--- src/rtl/uart_tx_mmio_pkg.sv ---
// Shared types and register map for the memory-mapped UART transmitter.
package uart_tx_mmio_pkg;

    typedef enum logic [2:0] {
        UART_IDLE,
        UART_START,
        UART_DATA,
        UART_PARITY,
        UART_STOP
    } uart_state_t;

    localparam logic [31:0] UART_TXDATA_OFFSET = 32'd0;
    localparam logic [31:0] UART_STATUS_OFFSET = 32'd4;

    localparam int STATUS_FULL_BIT   = 0;
    localparam int STATUS_EMPTY_BIT  = 1;
    localparam int STATUS_BUSY_BIT   = 2;
    localparam int STATUS_OVF_BIT    = 3;
    localparam int STATUS_COUNT_LSB  = 4;
    localparam int STATUS_PARITY_BIT = 8;

    // The STATUS count field is only 4 bits wide, so deep FIFOs report 15.
    function automatic logic [3:0] sat_count4(input logic [31:0] c);
        return (c > 32'd15) ? 4'hF : c[3:0];
    endfunction

endpackage

--- src/rtl/uart_tx_mmio_sync_fifo.sv ---
// Reusable synchronous FIFO with wrap-bit full/empty detection and first-word fall-through read.
module sync_fifo #(
    parameter int WIDTH = 8,
    parameter int DEPTH = 8
) (
    input  logic                     clk,
    input  logic                     reset,
    input  logic                     push,
    input  logic                     pop,
    input  logic [WIDTH-1:0]         wdata,
    output logic [WIDTH-1:0]         rdata,
    output logic                     full,
    output logic                     empty,
    output logic [$clog2(DEPTH):0]   count
);
    localparam int AW = $clog2(DEPTH);

    logic [WIDTH-1:0] mem [DEPTH];
    logic [AW:0]      wr_ptr;
    logic [AW:0]      rd_ptr;
    logic             do_push;
    logic             do_pop;

    assign do_pop  = pop && !empty;
    // A full FIFO still accepts a push when an entry leaves on the same edge.
    assign do_push = push && (!full || do_pop);

    // NOTE: sequential state uses non-blocking assignments so every flop samples pre-edge values.
    always_ff @(posedge clk or posedge reset) begin
        if (reset) begin
            wr_ptr <= '0;
            rd_ptr <= '0;
        end else begin
            if (do_push) wr_ptr <= wr_ptr + {{AW{1'b0}}, 1'b1};
            if (do_pop)  rd_ptr <= rd_ptr + {{AW{1'b0}}, 1'b1};
        end
    end

    // NOTE: storage is deliberately not reset; the pointers alone define which entries are valid.
    always_ff @(posedge clk) begin
        if (do_push) mem[wr_ptr[AW-1:0]] <= wdata;
    end

    assign rdata = mem[rd_ptr[AW-1:0]];
    assign empty = (wr_ptr == rd_ptr);
    assign full  = (wr_ptr[AW] != rd_ptr[AW]) && (wr_ptr[AW-1:0] == rd_ptr[AW-1:0]);
    assign count = wr_ptr - rd_ptr;

endmodule

--- src/rtl/uart_tx_mmio.sv ---
// Memory-mapped UART transmitter: TXDATA/STATUS decode, byte FIFO and 8N1 frame FSM.
// Define UART_TX_PARITY_EN to insert an even-parity bit between data and stop.
module uart_tx_mmio
    import uart_tx_mmio_pkg::*;
#(
    parameter logic [31:0] BASE_ADDR    = 32'h0000_1000,
    parameter int          CLKS_PER_BIT = 16,
    parameter int          FIFO_DEPTH   = 8
) (
    input  logic        clk,
    input  logic        reset,
    input  logic [31:0] addr,
    input  logic [31:0] wdata,
    input  logic [3:0]  we,
    output logic        hit,
    output logic [31:0] rdata,
    output logic        tx,
    output logic        busy
);
    localparam int              CW      = $clog2(CLKS_PER_BIT);
    localparam int              FCW     = $clog2(FIFO_DEPTH) + 1;
    localparam logic [CW-1:0]   CNT_MAX = CW'(CLKS_PER_BIT - 1);

    uart_state_t    state, next_state;
    logic [CW-1:0]  cnt;
    logic [7:0]     shift;
    logic [2:0]     bit_idx;
    logic           overflow;
    logic           tx_push, stat_wr, ovf_clr;
    logic           fifo_pop, fifo_full, fifo_empty;
    logic [7:0]     fifo_rdata;
    logic [FCW-1:0] fifo_count;
    logic [31:0]    status;
    logic           unused_bits;
`ifdef UART_TX_PARITY_EN
    logic           parity_bit;
`endif

    assign tx_push     = we[0] && (addr == BASE_ADDR + UART_TXDATA_OFFSET);
    assign stat_wr     = we[0] && (addr == BASE_ADDR + UART_STATUS_OFFSET);
    assign ovf_clr     = stat_wr && wdata[STATUS_OVF_BIT];
    assign unused_bits = ^{we[3:1], wdata[31:8]};

    sync_fifo #(.WIDTH(8), .DEPTH(FIFO_DEPTH)) u_fifo (
        .clk   (clk),
        .reset (reset),
        .push  (tx_push),
        .pop   (fifo_pop),
        .wdata (wdata[7:0]),
        .rdata (fifo_rdata),
        .full  (fifo_full),
        .empty (fifo_empty),
        .count (fifo_count)
    );

    // A dropped byte wins over a clear on the same edge so the loss is never hidden.
    always_ff @(posedge clk or posedge reset) begin
        if (reset)                                    overflow <= 1'b0;
        else if (tx_push && fifo_full && !fifo_pop)   overflow <= 1'b1;
        else if (ovf_clr)                             overflow <= 1'b0;
    end

    always_ff @(posedge clk or posedge reset) begin
        if (reset) state <= UART_IDLE;
        else       state <= next_state;
    end

    // NOTE: next_state gets a default before the case so no path leaves it unassigned (no latch).
    always_comb begin
        next_state = state;
        case (state)
            UART_IDLE:   if (!fifo_empty) next_state = UART_START;
            UART_START:  if (cnt == '0) next_state = UART_DATA;
            UART_DATA:
                if (cnt == '0 && bit_idx == 3'd7)
`ifdef UART_TX_PARITY_EN
                    next_state = UART_PARITY;
`else
                    next_state = UART_STOP;
`endif
            UART_PARITY: if (cnt == '0) next_state = UART_STOP;
            UART_STOP:   if (cnt == '0) next_state = fifo_empty ? UART_IDLE : UART_START;
            default:     next_state = UART_IDLE;
        endcase
    end

    // Bytes leave the FIFO only on entry to START, whether from IDLE or back-to-back from STOP.
    assign fifo_pop = (next_state == UART_START) && (state != UART_START);

    always_ff @(posedge clk or posedge reset) begin
        if (reset) begin
            cnt     <= '0;
            shift   <= '0;
            bit_idx <= '0;
`ifdef UART_TX_PARITY_EN
            parity_bit <= 1'b0;
`endif
        end else if (fifo_pop) begin
            shift <= fifo_rdata;
            cnt   <= CNT_MAX;
`ifdef UART_TX_PARITY_EN
            parity_bit <= ^fifo_rdata;
`endif
        end else if (state != UART_IDLE) begin
            cnt <= (cnt == '0) ? CNT_MAX : cnt - 1'b1;
            if (state == UART_START && cnt == '0) bit_idx <= '0;
            if (state == UART_DATA && cnt == '0) begin
                shift   <= shift >> 1;
                bit_idx <= bit_idx + 1'b1;
            end
        end
    end

    always_comb begin
        tx = 1'b1;
        case (state)
            UART_START:  tx = 1'b0;
            UART_DATA:   tx = shift[0];
`ifdef UART_TX_PARITY_EN
            UART_PARITY: tx = parity_bit;
`endif
            default:     tx = 1'b1;
        endcase
    end

    assign busy = (state != UART_IDLE) || !fifo_empty;
    assign hit  = (addr[31:3] == BASE_ADDR[31:3]);

    always_comb begin
        status                                 = '0;
        status[STATUS_FULL_BIT]                = fifo_full;
        status[STATUS_EMPTY_BIT]               = fifo_empty;
        status[STATUS_BUSY_BIT]                = busy;
        status[STATUS_OVF_BIT]                 = overflow;
        status[STATUS_COUNT_LSB +: 4]          = sat_count4(32'(fifo_count));
`ifdef UART_TX_PARITY_EN
        status[STATUS_PARITY_BIT]              = 1'b1;
`endif
    end

    assign rdata = (hit && addr[2:0] == UART_STATUS_OFFSET[2:0]) ? status : 32'd0;

endmodule

--- config.mk ---
export PLATFORM = sky130hd
export DESIGN_NAME = uart_tx_mmio
export DESIGN_NICKNAME = d
export VERILOG_FILES = /design/src/rtl/uart_tx_mmio_pkg.sv /design/src/rtl/uart_tx_mmio_sync_fifo.sv /design/src/rtl/uart_tx_mmio.sv
export SDC_FILE = /design/constraint.sdc
export NUM_CORES = 1
export LEC_CHECK = 0
export BUFFER_PORTS_ARGS = -buffer_cell sky130_fd_sc_hd__buf_2
export CAP_MARGIN = 20
export CORE_MARGIN = 4
export CORE_UTILIZATION = 30
export DETAILED_ROUTE_END_ITERATION = 10
export GPL_ROUTABILITY_DRIVEN = 0
export HOLD_SLACK_MARGIN = 0.02
export PLACE_DENSITY = 0.49
export SYNTH_ARGS = -nofsm -noshare
export SYNTH_HDL_FRONTEND = slang
export SYNTH_SLANG_ARGS = --single-unit
--- constraint.sdc ---
create_clock -name clk -period 5.1 [get_ports clk]
set_input_delay 0.255 -clock clk [delete_from_list [all_inputs] [get_ports clk]]
set_output_delay 0.255 -clock clk [all_outputs]
set_load 0.05 [all_outputs]
==> flow_summary.ini, run 1 <==
[run_status]
status = completed

[pwr]
ir_drop_mv = 0.1915
p_leak_nw = 1.927
power_density_nw_per_um2 = 312.8

[setup_path]
critPathArrivalTime_ns = 3.19
path_cells = inv_2, ha_1, nand3_1, nor2_1, a2111oi_4, nand2_1, nor2_1
startpoint_type = flip-flop
path_class = flip-flop to flip-flop
cp-end-kind = flip-flop
critPathBufInv = 1
path_max_fanout = 10
critPathSlowestCell = nor2_1
crit_path_max_incr_delay_ns = 0.74
required_ns = 5.06
critPathTopFamily = simple AND/OR/NAND/NOR gates
path_common_cell = nor2_1

[clock_tree]
clock_sinks = 91
clk_latency_ns = 0.34
cts_buffers = 9
clock_tree.buffer_depth = 2
post-cts-setup-buffers = 0
ctsResizeCount = 0
tritoncts = built
clk_pin_slew_ns = 0.07
root_buffer = clkbuf_16
ctsHoldBuffers = 1
htree_levels = 3

[floorplanning]
top_level_ports = 105
die_w_um = 126.4
initial_utilization_pct = 30.43
die_y_um = 126.4
die-area_um2 = 15980
num_rows = 43
core_um2 = 13830

[global_route]
grtUsageTotal_pct = 11.13
globalRouteMet2Util_pct = 18.03
grt_pass1_wl_um = 13960
antenna_found_initial = 0
gr-usage-met1_pct = 14.78
grt_max_degree = 27
gr-total-overflow = 0
grtUsageMet3_pct = 2.989
grt_pass1_vias = 2569
busiest_layer = met2

[sta]
relSlewSlack_pct = 39.05
clock_skew_ns = 0.007517
setup_tns_ns = 0
rsz0062_at_grt = false
fmax_mhz = 309.8
finalCriticalPeriod_ns = 3.228
final-hold-violation-count = 0
period_share_pct = 63.30
tightest_slew_ns = 0.9109
finalSetupViolCount = 0
drv_slew = 0

[drt]
route.detailed.drc = 0
drt_iter0_drc = 167
drt-total-wl_um = 8529
via_count = 2492
drt_first_pass_iters = 4
ant_nets = 0
wire_per_inst_um = 15.56
avgViaCountPerCell = 4.547

[job]
maxCapViolCount = 0

[synth]
yosysWarnings = 0
synth_area_um2 = 4208
seq_area_frac_synth_pct = 61.73
synthCells = 302
ys_seq_elements = 91
postSynthAreaPerCell_um2 = 13.93
synth_cell_types = 43

[final_layout]
diodes = 0
design_area_um2 = 4955
drive_gt1_share_pct = 26.63
layout_commonest_cell = edfxtp_1
nets = 442
fin_util_pct = 35.83
synthToLayoutAreaGrowth_pct = 17.75
fillers = 1322
final_cell_mix = 64 x edfxtp_1, 53 x buf_2, 27 x dfrtp_1

[placed_design]
dp_hpwl_um = 5902
port_buffers = 53
place_area_um2 = 4637

[worst_hold_path]
hold_path_class = input port to flip-flop
-- area by class of cell --
| cell class | instances | area [µm²] | area share, % |
|---|---|---|---|
| Inverter | 13 | 48.80 | 0.9848 |
| Sequential cell | 91 | 2597 | 52.42 |
| Clock buffer | 10 | 229.0 | 4.621 |
| Multi-Input combinational cell | 188 | 1435 | 28.96 |
| Clock inverter | 6 | 78.83 | 1.591 |
| Timing Repair Buffer | 60 | 340.3 | 6.869 |
| Tap cell | 180 | 225.2 | 4.545 |
-- registers in the layout, indices dropped and copies added, names as in the netlist --
register       cells
bit_idx            3
cnt                4
overflow           1
shift              8
state              3
u_fifo.mem        64
u_fifo.rd_ptr      4
u_fifo.wr_ptr      4
-- where the power goes --
group          switching [mW]  leakage [nW]  internal [mW]
Sequential     0.000000000783         0.892          0.792
Combinational          0.0562         0.883         0.0156
Clock                   0.295         0.152          0.391
-- logic make-up (layout without fill, tap and decap cells) --
logic type / after synthesis / in the layout / synth area share, %
flops: 91 / 91 / 61.73
mux: 26 / 26 / 10.97
fa+ha+maj: 9 / 9 / 2.855
xor+xnor: 10 / 10 / 2.081
compound gates: 38 / 38 / 6.006
buf+inv: 46 / 89 / 6.333
simple gates: 81 / 81 / 9.932
other cells: 1 / 24 / 0.08912
-- Yosys cell counts (all sizes together) --
| library cell | count | area share (%) |
|---|---|---|
| edfxtp | 64 | 46 |
| buf | 27 | 4.6 |
| dfrtp | 27 | 16 |
| nand2 | 21 | 1.9 |
| nor2 | 18 | 1.6 |
| mux4 | 16 | 8.6 |
| inv | 13 | 1.2 |
| a21oi | 11 | 1.3 |
| o21ai | 11 | 1.3 |
| mux2i | 9 | 2.1 |
| ha | 8 | 2.4 |
| nand3 | 8 | 0.95 |
| nor3 | 8 | 0.95 |
| a211oi | 7 | 1.2 |
| and2 | 6 | 0.89 |
| clkbuf | 6 | 0.54 |
| nor4 | 6 | 1.2 |
| xnor2 | 5 | 1.0 |
| xor2 | 5 | 1.0 |
| nand4 | 4 | 0.59 |
| a22oi | 2 | 0.36 |
| nand2b | 2 | 0.30 |
| o31ai | 2 | 0.36 |
| a2111oi | 1 | 0.65 |
| a21o | 1 | 0.18 |
| a41oi | 1 | 0.21 |
| and3 | 1 | 0.15 |
| and4 | 1 | 0.21 |
| conb | 1 | 0.089 |
| fa | 1 | 0.48 |
| mux2 | 1 | 0.27 |
| nor2b | 1 | 0.15 |
| nor3b | 1 | 0.18 |
| nor4b | 1 | 0.36 |
| o21a | 1 | 0.18 |
| o221ai | 1 | 0.21 |
| or3 | 1 | 0.15 |
| or3b | 1 | 0.21 |
| or4 | 1 | 0.18 |
-- routing by layer --
metal  routed length, µm  vias up
li1                    -     1199
met1                3873     1224
met2                4213       58
met3                 345       11
met4                  97        0
met5                   0        -
-- per-stage QoR --
stage	hold slack, ns	instances	total power [mW]	setup WS (ns)
after floorplan	0.3077	325	0.8664	1.829
after global placement	0.4685	530	0.8753	1.804
after detailed placement	0.3771	531	0.8792	1.788
after CTS	0.1097	548	1.572	1.770
after global routing	0.1186	548	1.613	1.645
final	0.1281	548	1.550	1.872
-- path summary, 6_finish.rpt --
| check | startpoint | end | slack (ns) | cells after the start |
|---|---|---|---|---|
| worst max-delay path | u_fifo.rd_ptr[2] | u_fifo.mem[6][3] | 1.87 | 7 |
| worst min-delay path | addr[2] | overflow | 0.13 | 2 |
| worst max register to register | u_fifo.rd_ptr[2] | u_fifo.mem[6][3] | 1.87 | 7 |
| worst min register to register | u_fifo.rd_ptr[3] | u_fifo.rd_ptr[3] | 0.49 | 1 |
| max in group asynchronous | reset | shift[4] | 4.06 | 4 |
| min in group asynchronous | reset | u_fifo.rd_ptr[0] | 0.55 | 3 |
Note: power is estimated with default switching activity, not from simulation.
==> inputs of run 2 (changes only) <==
--- a/config.mk
+++ b/config.mk
@@ -5,6 +5,7 @@
 export SDC_FILE = /design/constraint.sdc
 export NUM_CORES = 1
 export LEC_CHECK = 0
+export ABC_AREA = 1
 export BUFFER_PORTS_ARGS = -buffer_cell sky130_fd_sc_hd__buf_2
 export CAP_MARGIN = 20
 export CORE_MARGIN = 4
@@ -12,7 +13,7 @@
 export DETAILED_ROUTE_END_ITERATION = 10
 export GPL_ROUTABILITY_DRIVEN = 0
 export HOLD_SLACK_MARGIN = 0.02
-export PLACE_DENSITY = 0.49
+export PLACE_DENSITY = 0.5
 export SYNTH_ARGS = -nofsm -noshare
 export SYNTH_HDL_FRONTEND = slang
 export SYNTH_SLANG_ARGS = --single-unit
==> constraint.sdc (replaced) <==
create_clock -name clk -period 2.7 [get_ports clk]
set_input_delay 0.135 -clock clk [delete_from_list [all_inputs] [get_ports clk]]
set_output_delay 0.135 -clock clk [all_outputs]
set_load 0.05 [all_outputs]
==> run 2 against run 1 <==
Effect of this change:
- final cell count is 31% higher
- critical endpoint is now u_fifo.mem[5][5]
- register-to-register slack worse by 1.4 ns
- largest cell class unchanged
- combinational power rose to 5.9 times the previous value
==> flow_summary.ini, run 2 <==
[global_route]
grt_max_degree = 36
antenna_found_initial = 0
grt_pass1_vias = 3180
grt_pass1_wl_um = 16240
grtUsageTotal_pct = 11.71
gr-total-overflow = 0

[synth]
yosysTopAreaCell = edfxtp_1
async_flop_share_pct = 29.67
ys_seq_elements = 91
synth_cell_types = 40
synth_top_area_share_pct = 41.80
ys.flop_type = edfxtp_1
synthCells = 466
yosysMostFrequentCell = nand2_1
synth.top_cells.by_count = 82 x nand2_1, 77 x nor2_1, 64 x edfxtp_1
postSynthAreaPerCell_um2 = 9.867
synth-edff-count = 64
synth_area_um2 = 4598
yosysWarnings = 0
yosys-top-cells-area = edfxtp_1 42%, dfrtp_1 15%, nand2_1 6.7%
seq_area_frac_synth_pct = 56.49

[setup_path]
startpoint_type = flip-flop
path_class = flip-flop to flip-flop
path_max_fanout = 8
required_ns = 2.74
timing.critical_path.from = u_fifo.wr_ptr[0]
cp-end-kind = flip-flop
reg2reg_from = u_fifo.wr_ptr[0]
critPathArrivalTime_ns = 2.26

[sta]
finalSetupViolCount = 0
rsz0062_at_grt = false
final-hold-violation-count = 0
fmax_mhz = 449.9
setup_tns_ns = 0
relSlewSlack_pct = 63.47
drv_slew = 0
period_share_pct = 82.33
clock_skew_ns = 0.005815
tightest_slew_ns = 0.5471
finalCriticalPeriod_ns = 2.223

[placed_design]
dpl.cell_count = 702
dp_hpwl_um = 6887
port_buffers = 53

[floorplanning]
initial_utilization_pct = 31.17
die_w_um = 131.8
core_um2 = 14750
num_rows = 44
top_level_ports = 105
die_y_um = 131.8
die-area_um2 = 17370

[pwr]
ir_drop_mv = 0.4354
power_density_nw_per_um2 = 597.6
p_leak_nw = 2.269
p_total_mw = 3.183

[drt]
route.detailed.drc = 0
via_count = 3300
wire_per_inst_um = 13.69
drt_first_pass_iters = 4
drt_iter0_drc = 197
avgViaCountPerCell = 4.590
drt-total-wl_um = 9841
ant_nets = 0

[clock_tree]
clock_sinks = 91
post-cts-setup-buffers = 0
clk_latency_ns = 0.34
cts_buffers = 9
htree_levels = 3
root_buffer = clkbuf_16
ctsResizeCount = 0
tritoncts = built
clk_pin_slew_ns = 0.07
clock_tree.buffer_depth = 2

[run_status]
status = completed

[final_layout]
nets = 609
drive_gt1_share_pct = 20.93
fin_cells = 719
layout_commonest_cell = nand2_1
final_cell_mix = 82 x nand2_1, 77 x nor2_1, 64 x edfxtp_1
synthToLayoutAreaGrowth_pct = 15.81
diodes = 0
largest_reg_flops = 64

[job]
maxCapViolCount = 0

[worst_hold_path]
hold_path_class = input port to flip-flop
hold_start = wdata[2]
[run 2: cell types whose count changed in the layout (fill, tap and decap cells not counted), sizes merged, moves of 8 or more]
| cell | before | now |
|---|---|---|
| mux2i | 9 | 1 |
| o22ai | 0 | 11 |
| nand3 | 8 | 29 |
| nor2 | 18 | 81 |
| buf | 59 | 67 |
| o21ai | 11 | 42 |
| a21oi | 11 | 2 |
| mux4 | 16 | 0 |
| nand2 | 21 | 92 |
| inv | 17 | 40 |
[run 2: repair_timing]
action,in CTS,in global routing
hold buffers,1,0
endpoints found under the hold margin,27,0
endpoints found under the setup margin,0,0
[run 2: final timing paths]
check                                   end  slack [ns]  depth (start not counted)
hold / removal             u_fifo.mem[1][2]        0.07                          1
hold reg to reg                  bit_idx[0]        0.51                          1
setup / recovery           u_fifo.mem[5][5]        0.48                         12
max in group asynchronous          shift[7]        2.01                          4
min in group asynchronous  u_fifo.wr_ptr[3]        0.41                          4
setup reg to reg           u_fifo.mem[5][5]        0.48                         12
[run 2: critical path, stage by stage, from the launching register on]
cell and delay, ns:
dfrtp_1 0.42, inv_1 0.16, ha_1 0.27, inv_1 0.12, nor2_4 0.06, nand2_4 0.10, nand2_2 0.07, nand2_4 0.08
nand2_8 0.08, nand3_4 0.12, nand3_2 0.12, nor2_1 0.11, buf_4 0.20
[run 2: per-layer routing]
| metal | vias up | GRT usage (%) | wire length, µm |
|---|---|---|---|
| met3 | 13 | 2.328 | 338 |
| met1 | 1562 | 15.12 | 4607 |
| li1 | 1658 | - | - |
| met5 | - | 0 | 0 |
| met2 | 67 | 19.48 | 4748 |
| met4 | 0 | 4.434 | 148 |
[run 2: cell families after synthesis]
kind of cell               synth area share [%]
AOI/OAI and AO/OA                         7.647
muxes                                    0.4626
buffers and inverters                     8.598
xor gates and xnor gates                  1.116
adders and majority gates                 2.612
other                                   0.08155
and+or+nand+nor                           22.99
DFF                                       56.49
[run 2: where the power goes]
group	switching [mW]	internal (mW)	total (mW)
clock	0.555	0.641	1.20
sequential	0.0238	1.54	1.56
combinational	0.310	0.114	0.424
total	0.889	2.29	3.18
[run 2: per-stage QoR]
step / hold slack, ns / area (µm²) / setup slack (ns) / util, %
3_3_place_gp: 0.2323 / 5029 / 0.4951 / 34.08
6_report: 0.06833 / 5325 / 0.4771 / 36.09
4_1_cts: 0.05501 / 5325 / 0.4632 / 36.09
3_5_place_dp: 0.2379 / 5029 / 0.4806 / 34.08
2_1_floorplan: 0.1877 / 4684 / 0.2208 / -
5_1_grt: 0.07267 / 5325 / 0.3410 / 36.09
[run 2: area by class of cell]
cell class	count	area [µm²]
Multi-Input combinational cell	323	1692
Inverter	37	138.9
Sequential cell	91	2597
Fill cell	1484	9429
Clock buffer	9	225.2
Timing Repair Buffer	68	380.4
Tap cell	184	230.2
Clock inverter	7	61.31
